`config.mk`:
```
export PLATFORM = sky130hd
export DESIGN_NAME = multicycle_controller
export DESIGN_NICKNAME = d
export VERILOG_FILES = /design/src/rtl/rv_ctrl_pkg.sv /design/src/rtl/alu_op_decode.sv /design/src/rtl/multicycle_controller.sv
export SDC_FILE = /design/constraint.sdc
export NUM_CORES = 1
export LEC_CHECK = 0
export CAP_MARGIN = 5
export CORE_UTILIZATION = 41
export CTS_CLUSTER_SIZE = 24
export DETAILED_ROUTE_END_ITERATION = 10
export GPL_ROUTABILITY_DRIVEN = 1
export PLACE_DENSITY = 0.76
export SYNTH_ARGS = -nofsm -noshare
export SYNTH_HDL_FRONTEND = slang
export SYNTH_SLANG_ARGS = --single-unit
export TNS_END_PERCENT = 30
```
`constraint.sdc`:
```
create_clock -name clk -period 2.3 [get_ports clk]
set_clock_uncertainty 0.1 [all_clocks]
set_input_delay 0.69 -clock clk [delete_from_list [all_inputs] [get_ports clk]]
set_output_delay 0.69 -clock clk [all_outputs]
set_load 0.01 [all_outputs]
```
`src/rtl/rv_ctrl_pkg.sv`:
```
// Shared types for the multicycle RV32I controller: opcodes, FSM states,
// ALU operations, datapath select encodings and instruction classes.
package rv_ctrl_pkg;

    localparam logic [6:0] OP_R      = 7'b0110011;
    localparam logic [6:0] OP_I      = 7'b0010011;
    localparam logic [6:0] OP_LOAD   = 7'b0000011;
    localparam logic [6:0] OP_STORE  = 7'b0100011;
    localparam logic [6:0] OP_BRANCH = 7'b1100011;
    localparam logic [6:0] OP_JAL    = 7'b1101111;
    localparam logic [6:0] OP_JALR   = 7'b1100111;
    localparam logic [6:0] OP_LUI    = 7'b0110111;
    localparam logic [6:0] OP_AUIPC  = 7'b0010111;

    typedef enum logic [2:0] {
        S_RESET  = 3'd0,
        S_FETCH  = 3'd1,
        S_DECODE = 3'd2,
        S_EXEC   = 3'd3,
        S_MEM    = 3'd4,
        S_WB     = 3'd5,
        S_TRAP   = 3'd6
    } state_t;

    typedef enum logic [3:0] {
        ALU_ADD    = 4'd0,
        ALU_SUB    = 4'd1,
        ALU_SLL    = 4'd2,
        ALU_SLT    = 4'd3,
        ALU_SLTU   = 4'd4,
        ALU_XOR    = 4'd5,
        ALU_SRL    = 4'd6,
        ALU_SRA    = 4'd7,
        ALU_OR     = 4'd8,
        ALU_AND    = 4'd9,
        ALU_PASS_B = 4'd10
    } alu_op_t;

    typedef enum logic [1:0] {
        PC_PLUS4  = 2'd0,
        PC_TARGET = 2'd1,
        PC_JALR   = 2'd2
    } pc_sel_t;

    typedef enum logic [1:0] {
        WB_ALU  = 2'd0,
        WB_LOAD = 2'd1,
        WB_PC4  = 2'd2
    } wb_sel_t;

    typedef enum logic [1:0] {
        B_RS2  = 2'd0,
        B_IMM  = 2'd1,
        B_FOUR = 2'd2
    } b_sel_t;

    typedef enum logic [3:0] {
        C_R      = 4'd0,
        C_I      = 4'd1,
        C_LOAD   = 4'd2,
        C_STORE  = 4'd3,
        C_BRANCH = 4'd4,
        C_JAL    = 4'd5,
        C_JALR   = 4'd6,
        C_LUI    = 4'd7,
        C_AUIPC  = 4'd8,
        C_ILL    = 4'd9
    } iclass_t;

    function automatic iclass_t classify(input logic [6:0] op);
        iclass_t c;
        c = C_ILL;
        unique case (1'b1)
            op == OP_R:      c = C_R;
            op == OP_I:      c = C_I;
            op == OP_LOAD:   c = C_LOAD;
            op == OP_STORE:  c = C_STORE;
            op == OP_BRANCH: c = C_BRANCH;
            op == OP_JAL:    c = C_JAL;
            op == OP_JALR:   c = C_JALR;
            op == OP_LUI:    c = C_LUI;
            op == OP_AUIPC:  c = C_AUIPC;
            default:         c = C_ILL;
        endcase
        return c;
    endfunction

endpackage

```
`src/rtl/alu_op_decode.sv`:
```
// Combinational mapping from instruction class and func3/func7[5]
// to the ALU operation used in the execute state.
module alu_op_decode
    import rv_ctrl_pkg::*;
(
    input  iclass_t     i_cls,
    input  logic [2:0]  i_func3,
    input  logic        i_func7_5,
    output alu_op_t     o_alu_op
);

    logic w_arith;
    assign w_arith = (i_cls == C_R) || (i_cls == C_I);

    always_comb begin
        o_alu_op = ALU_ADD;
        unique case (1'b1)
            w_arith: begin
                case (i_func3)
                    // Immediate forms have no SUBI: func7 only selects SRA
                    3'b000: o_alu_op = (i_cls == C_R && i_func7_5)
                                       ? ALU_SUB : ALU_ADD;
                    3'b001: o_alu_op = ALU_SLL;
                    3'b010: o_alu_op = ALU_SLT;
                    3'b011: o_alu_op = ALU_SLTU;
                    3'b100: o_alu_op = ALU_XOR;
                    3'b101: o_alu_op = i_func7_5 ? ALU_SRA : ALU_SRL;
                    3'b110: o_alu_op = ALU_OR;
                    default: o_alu_op = ALU_AND;
                endcase
            end
            i_cls == C_BRANCH: o_alu_op = ALU_SUB;
            i_cls == C_LUI:    o_alu_op = ALU_PASS_B;
            default:           o_alu_op = ALU_ADD;
        endcase
    end

endmodule

```
`src/rtl/multicycle_controller.sv`:
```
// Multicycle RV32I control FSM with memory timeout trap.
// Optional RETIRE_CNT_EN adds a 32-bit retired-instruction counter port.
module multicycle_controller
    import rv_ctrl_pkg::*;
#(
    parameter int MEM_TIMEOUT = 16,
    parameter int TO_W        = $clog2(MEM_TIMEOUT + 1)
) (
    input  logic        clk,
    input  logic        rst_n,
    input  logic [6:0]  opcode,
    input  logic [2:0]  func3,
    input  logic [6:0]  func7,
    input  logic        branch_taken,
    input  logic        imem_ready,
    input  logic        dmem_ready,
    output logic        imem_req,
    output logic        dmem_req,
    output logic        dmem_we,
    output logic        ir_we,
    output logic        pc_we,
    output logic [1:0]  pc_sel,
    output logic        rf_we,
    output logic [3:0]  alu_op,
    output logic        alu_a_sel,
    output logic [1:0]  alu_b_sel,
    output logic [1:0]  wb_sel,
    output logic        illegal,
    output logic        bus_err,
    output logic [2:0]  state_o
`ifdef RETIRE_CNT_EN
    ,
    output logic [31:0] retire_cnt
`endif
);

    localparam int CW = (TO_W > 0) ? TO_W : 1;
    localparam logic [CW-1:0] TO_LAST =
        CW'((MEM_TIMEOUT > 0) ? MEM_TIMEOUT - 1 : 0);

    state_t          r_state;
    state_t          w_next;
    iclass_t         r_cls;
    iclass_t         w_cls;
    logic [2:0]      r_func3;
    logic            r_f7b5;
    logic [CW-1:0]   r_wait_cnt;
    logic            r_illegal;
    logic            r_bus_err;
    logic            w_timeout;
    logic            w_set_ill;
    logic            w_set_berr;
    alu_op_t         w_dec_op;
    logic            w_unused_f7;

    assign w_cls       = classify(opcode);
    assign w_timeout   = (MEM_TIMEOUT > 0) && (r_wait_cnt == TO_LAST);
    assign w_unused_f7 = ^{func7[6], func7[4:0]};
    assign state_o     = r_state;
    assign illegal     = r_illegal;
    assign bus_err     = r_bus_err;

    alu_op_decode u_alu_dec (
        .i_cls     (r_cls),
        .i_func3   (r_func3),
        .i_func7_5 (r_f7b5),
        .o_alu_op  (w_dec_op)
    );

    always_ff @(posedge clk or negedge rst_n) begin
        if (!rst_n) begin
            r_state    <= S_RESET;
            r_cls      <= C_ILL;
            r_func3    <= '0;
            r_f7b5     <= 1'b0;
            r_wait_cnt <= '0;
            r_illegal  <= 1'b0;
            r_bus_err  <= 1'b0;
        end else begin
            r_state   <= w_next;
            r_illegal <= r_illegal | w_set_ill;
            r_bus_err <= r_bus_err | w_set_berr;
            if (r_state == S_DECODE) begin
                r_cls   <= w_cls;
                r_func3 <= func3;
                r_f7b5  <= func7[5];
            end
            if (w_next != r_state)
                r_wait_cnt <= '0;
            else if (r_state == S_FETCH || r_state == S_MEM)
                r_wait_cnt <= r_wait_cnt + CW'(1);
        end
    end

    always_comb begin
        w_next     = r_state;
        imem_req   = 1'b0;
        dmem_req   = 1'b0;
        dmem_we    = 1'b0;
        ir_we      = 1'b0;
        pc_we      = 1'b0;
        pc_sel     = PC_PLUS4;
        rf_we      = 1'b0;
        alu_op     = ALU_ADD;
        alu_a_sel  = 1'b0;
        alu_b_sel  = B_RS2;
        wb_sel     = WB_ALU;
        w_set_ill  = 1'b0;
        w_set_berr = 1'b0;
        unique case (r_state)
            S_RESET: w_next = S_FETCH;
            S_FETCH: begin
                imem_req = 1'b1;
                if (imem_ready) begin
                    ir_we  = 1'b1;
                    pc_we  = 1'b1;
                    w_next = S_DECODE;
                end else if (w_timeout) begin
                    w_set_berr = 1'b1;
                    w_next     = S_TRAP;
                end
            end
            S_DECODE: begin
                if (w_cls == C_ILL) begin
                    w_set_ill = 1'b1;
                    w_next    = S_TRAP;
                end else begin
                    w_next = S_EXEC;
                end
            end
            S_EXEC: begin
                alu_op = w_dec_op;
                w_next = S_WB;
                case (r_cls)
                    C_I, C_LUI: alu_b_sel = B_IMM;
                    C_LOAD, C_STORE: begin
                        alu_b_sel = B_IMM;
                        w_next    = S_MEM;
                    end
                    C_AUIPC: begin
                        alu_a_sel = 1'b1;
                        alu_b_sel = B_IMM;
                    end
                    C_JAL: begin
                        alu_a_sel = 1'b1;
                        alu_b_sel = B_IMM;
                        pc_we     = 1'b1;
                        pc_sel    = PC_TARGET;
                    end
                    C_JALR: begin
                        alu_b_sel = B_IMM;
                        pc_we     = 1'b1;
                        pc_sel    = PC_JALR;
                    end
                    C_BRANCH: begin
                        w_next = S_FETCH;
                        if (branch_taken) begin
                            pc_we  = 1'b1;
                            pc_sel = PC_TARGET;
                        end
                    end
                    default: ;
                endcase
            end
            S_MEM: begin
                dmem_req = 1'b1;
                dmem_we  = (r_cls == C_STORE);
                if (dmem_ready) begin
                    w_next = (r_cls == C_STORE) ? S_FETCH : S_WB;
                end else if (w_timeout) begin
                    w_set_berr = 1'b1;
                    w_next     = S_TRAP;
                end
            end
            S_WB: begin
                rf_we  = 1'b1;
                w_next = S_FETCH;
                if (r_cls == C_LOAD)
                    wb_sel = WB_LOAD;
                else if (r_cls == C_JAL || r_cls == C_JALR)
                    wb_sel = WB_PC4;
            end
            S_TRAP: w_next = S_TRAP;
            default: w_next = S_RESET;
        endcase
    end

`ifdef RETIRE_CNT_EN
    logic [31:0] r_retire;
    logic        w_retire;

    // Completion points: WB exit, store MEM exit, branch EXEC exit
    assign w_retire = (r_state == S_WB)
                    || (r_state == S_MEM && r_cls == C_STORE && dmem_ready)
                    || (r_state == S_EXEC && r_cls == C_BRANCH);
    assign retire_cnt = r_retire;

    always_ff @(posedge clk or negedge rst_n) begin
        if (!rst_n)
            r_retire <= '0;
        else if (w_retire)
            r_retire <= r_retire + 32'd1;
    end
`endif

endmodule

```
Word-level counts from Yosys, hierarchy flattened
Cells that the tools add are included.
- bits in latches: 0
- memories: 0
- bits in writable memories: 0
- register bits: 18
- bits in read-only memories: 0
- bits of input ports: 22
- bitwise logic cells: 2
- reduce and logical (&&, ||, !) cells: 13
- multipliers: 0
- divide/modulo/power cells: 0
- shift operators: 0
- add/sub/neg operators: 1
- magnitude comparators: 0
- eq/ne operators: 32
- multiplexer cells: 40
- operators by type and width (operator ; count):
    4-bit case mux with 9 select lines ; 1
    4-bit case mux with 7 select lines ; 1
    7-bit by 6-bit == test with 1-bit output, second input constant ; 3
    7-bit == test, second input constant ; 3
    1-bit two-way mux ; 19
    3-bit == test, second input constant ; 6
    3-bit case mux with 6 select lines ; 1
    4-bit by 3-bit == test with 1-bit output, second input constant ; 4
    3-bit two-way mux ; 5
    7-bit by 5-bit == test with 1-bit output, second input constant ; 2
    3-bit by 2-bit == test with 1-bit output, second input constant ; 4
    4-bit case mux with 3 select lines ; 1
    5-bit two-way mux ; 2
    4-bit by 2-bit == test with 1-bit output, second input constant ; 2
    4-bit == test, second input constant ; 2
    2-bit two-way mux ; 4
    2-bit OR reduction ; 4
    7-bit by 2-bit == test with 1-bit output, second input constant ; 1
    7-bit OR reduction ; 1
    3-bit by 1-bit == test with 1-bit output, second input constant ; 2
    3-bit logical NOT ; 2
    1-bit case mux with 2 select lines ; 3
    2-bit case mux with 3 select lines ; 1
    3-bit case mux with 2 select lines ; 1
    10 further kinds ; 13

Longest topological paths before layout
- depth after elaboration: 7
- mapped depth: 8
- mapped depth without buffers: 8

Cells and area by module
From an unflattened synthesis, not the netlist that was laid out.
- cell total of the unflattened synthesis: 174
- area total of the unflattened synthesis: 1378.8 sq um
- modules (own cells, without submodules) (module ; times used ; area an instance (sq um) ; cells an instance):
    multicycle_controller ; 1 ; 1263.7 ; 155
    alu_op_decode ; 1 ; 115.1 ; 19

Least setup slack after synthesis
OpenSTA, ideal clock, no wires.
- path type: register to output
- start point: reg r_state[0] (netlist: state_o[0])
- end point: out pc_we
- arrival time: 1.619 ns
- setup slack: -0.109 ns
- stages on the path, launching flop included: 5
- path buffers: 1
- path through: dfrtp_1 buf_2 nand3b_1 nor4b_1 or3_1
- word-level cells in the longest chain between the ends: 2
- ends and longest elaborated chain (item ; line ; text):
    start, declared ; multicycle_controller.sv:41 ; state_t r_state;
    start signal, assigned ; multicycle_controller.sv:80 ; r_state <= w_next;
    3-bit by 2-bit == test with 1-bit output or 3-bit by 1-bit == test with 1-bit output (tied branches) ; multicycle_controller.sv:110 ; unique case (r_state)
    1-bit case mux with 2 select lines * ; multicycle_controller.sv:110 ;
    end, declared ; multicycle_controller.sv:21 ; output logic pc_we,
Mark *: on every way between the ends. The rest lies on a longest branch, timed or not.

Final worst setup path
- start point: reg r_state[2] (netlist: state_o[2])
- end point: out pc_we
The elaborated chain is that of the path after synthesis.

==> metrics.md <==
| Metric | Value |
|---|---|
| Net Count, Synth | 190 |
| Number of vias per cell | 5.452 |
| Seq/Total Area, Yosys | 33.67% |
| Synth Cell Area | 1345 um2 |
| HP Class | reg -> reg |
| Critical Path, Cell by Cell | nand3b_1, buf_6, nor4b_4, or3_1, buf_2 |
| First-pass GRT wire length | 7.038 mm |
| Hold Slack | 374.6 ps |
| Core area | 3078 um2 |
| CTS tree | built |
| Syn avg cell area | 8.103 um2 |
| Critical path launch point type | register |
| Worst EP arrival | 1620 ps |
| Overall power | 2.138 mW |
| Die Y | 59.28 um |
| Post-Syn Instances | 166 |
| DR iter-0 viols | 73 |
| Final Slew Violations | 0 |
| Placed cell count | 279 |
| # port buffers | 36 |
| Max-cap viol count | 0 |
| Clock-pin slew of the registers on the worst-case setup and hold paths | 110 ps |
| Die Span X | 59.28 um |
| Starting Density | 43.70% |
| Via Count | 1603 |
| Status | finished, violations left |
| Crit Path Class | reg -> out |
| Antenna violations before repair | 0 |
| Ant. Diodes | 0 |
| EDFF count, synth | 0 |
| Slowest CP cell | dfrtp_1 |
| Num CTS Buffers | 3 |
| Delay-heaviest family, CP | simple AND/OR/NAND/NOR gates |
| Layout area overhead | 68.65% |
| Maximum root-to-sink buffer count | 2 |
| H-tree lvl count | 1 |
| # IOs | 44 |
| Cell Pwr Density | 942.6 nW/um2 |
| Endpoint class of the critical path | output port |
| Final HPWL DP | 3.040 mm |
| FMAX | 415.7 MHz |
| Layout Cells excl Fill | 294 |
| Post-route clock period utilization | 104.6% |
| Share of post-route cells with drive strength above 1 | 43.60% |
| DRT Pass-1 Iters | 4 |
| Die area | 3514 um2 |
| Maximum vdd drop | 0.3834 mV |
| Placed Area | 2038 um2 |
| Synth unique cells | 53 |
| Avg WL per Cell | 15.32 um |
| Final worst setup slack | -105.6 ps |
| DRT antenna net count | 0 |
| Final wirelength | 4.505 mm |
| Pre-CTS WS | -636.1 ps |
| Fin. Hold Viols | 0 |
| CTS Sinks | 18 |
| Synth Register Bits | 18 |
| Gr ovfl total | 0 |
| Failing checks | setup timing |
| Pleak | 1.085 nW |
| Min cycle time layout | 2406 ps |
| Ys Warns | 0 |
| Nets | 275 |
| Ys flop type | dfrtp_1 |
| CP Data Required Time | 1510 ps |
| Largest net degree at the start of global routing | 19 |
| Design Area, Final | 2268 um2 |
| Clock root cell | clkbuf_4 |
| Residual DRC | 0 |
| Clk_lat worst skew | 310 ps |
| GRT Resource Usage Total | 26.70% |
| Final Util | 73.70% |
| Fraction of registers with async set/reset | 100.0% |
| GP Congestion | 0.8830 |
| Vias in the first global route | 1627 |
| RSZ-0062 raised after global routing | yes |
| Setup TNS | -476.6 ps |
| Crit path buf inv count | 2 |
| CP max stage delay | 420 ps |
| Critical path fanouts, max | 3 |
| # rows | 20 |
| Endpoints failing setup | 9 |
[flip-flops by register name, summed over array words and instances, names as in the netlist]
register,flops
bus_err,1
illegal,1
r_cls,4
r_f7b5,1
r_func3,3
r_wait_cnt,5
state_o,3
[worst register-to-register path: cells and delay by family (launching register included)]
kind            cells  cell delay [ps]
flops               1              410
buf+inv             1              180
simple gates        3              610
fa+ha+maj           2              380
compound gates      3              440
[timing repair]
item | 4_1_cts | 5_1_grt
setup endpoints to repair | 19 | 20
buffers inserted | 7 | 5
hold endpoints to repair | 0 | 0
pin swaps | 9 | 16
hold buffers | 0 | 0
resized for setup | 76 | 28
[cell usage after synthesis (all sizes together), types with 3 or more instances]
cell type | instances | area share [%]
nand2 | 21 | 5.9
dfrtp | 16 | 30
nor2 | 12 | 3.5
a21oi | 11 | 4.1
o21ai | 11 | 4.4
inv | 8 | 2.2
nor2b | 7 | 3.3
nor3 | 7 | 3.0
and3 | 5 | 2.3
clkbuf | 5 | 1.4
nor4 | 5 | 2.3
buf | 4 | 2.3
nand3 | 4 | 1.5
nand3b | 4 | 2.2
nor3b | 4 | 3.0
xnor2 | 4 | 2.6
or2 | 3 | 1.4
[final timing paths]
kind                            slack (ps)  depth (start not counted)            end          start
min in group asynchronous              610                          2     state_o[0]          rst_n
worst min register to register         370                          1        bus_err        bus_err
worst max-delay path                  -110                          5          pc_we     state_o[2]
max in group asynchronous             1220                          2       r_cls[0]          rst_n
worst max register to register          90                          9  r_wait_cnt[2]  r_wait_cnt[0]
worst min-delay path                   370                          1        bus_err        bus_err
[layout make-up]
cell class	count	area (um2)
fill	235	809.5
tap	44	55.05
timing repair buffer	89	718.2
sequential	18	452.9
multi-input combinational	131	975.9
clock buffer	4	36.28
inverter	8	30.03
[power breakdown]
part | leakage (nW) | switching [mW] | internal [mW]
clock network | 0.0210 | 0.103 | 0.0967
registers | 0.226 | 0.0680 | 0.409
logic | 0.838 | 0.775 | 0.687
total | 1.09 | 0.945 | 1.19
[cells by family (layout without fill, tap and decap cells)]
| family | Yosys count | count (layout) | share of synthesized area (%) |
|---|---|---|---|
| adder cells (fa/ha/maj) | 2 | 2 | 1.860 |
| XOR/XNOR | 5 | 5 | 3.256 |
| buffers and inverters | 17 | 101 | 5.953 |
| AO/OA/AOI/OAI | 41 | 41 | 20.56 |
| flip-flops | 18 | 18 | 33.67 |
| other | 1 | 1 | 0.2788 |
| AND/OR/NAND/NOR | 80 | 80 | 32.93 |
| multiplexers | 2 | 2 | 1.488 |
[layout by cell type, fill, tap and decap left out, types with 4 or more instances in the layout]
cell and instances:
buf_4 49, nand2_1 19, dlymetal6s2s_1 4, buf_6 5
inv_1 6, nor2b_1 7, o21ai_0 7, and3_1 5
nand3_1 4, nor2_1 9, xnor2_1 4, nor3_2 4
buf_2 11, clkdlybuf4s50_1 13, dfrtp_1 16, a21oi_1 8
nand3b_1 4
[per-layer routing]
layer	track usage, %	part of all wire, %
met4	13.61	2.2
met5	0	0
met1	30.71	42
met3	1.965	4.6
met2	49.12	51
Note: power is estimated with default switching activity, not from simulation.
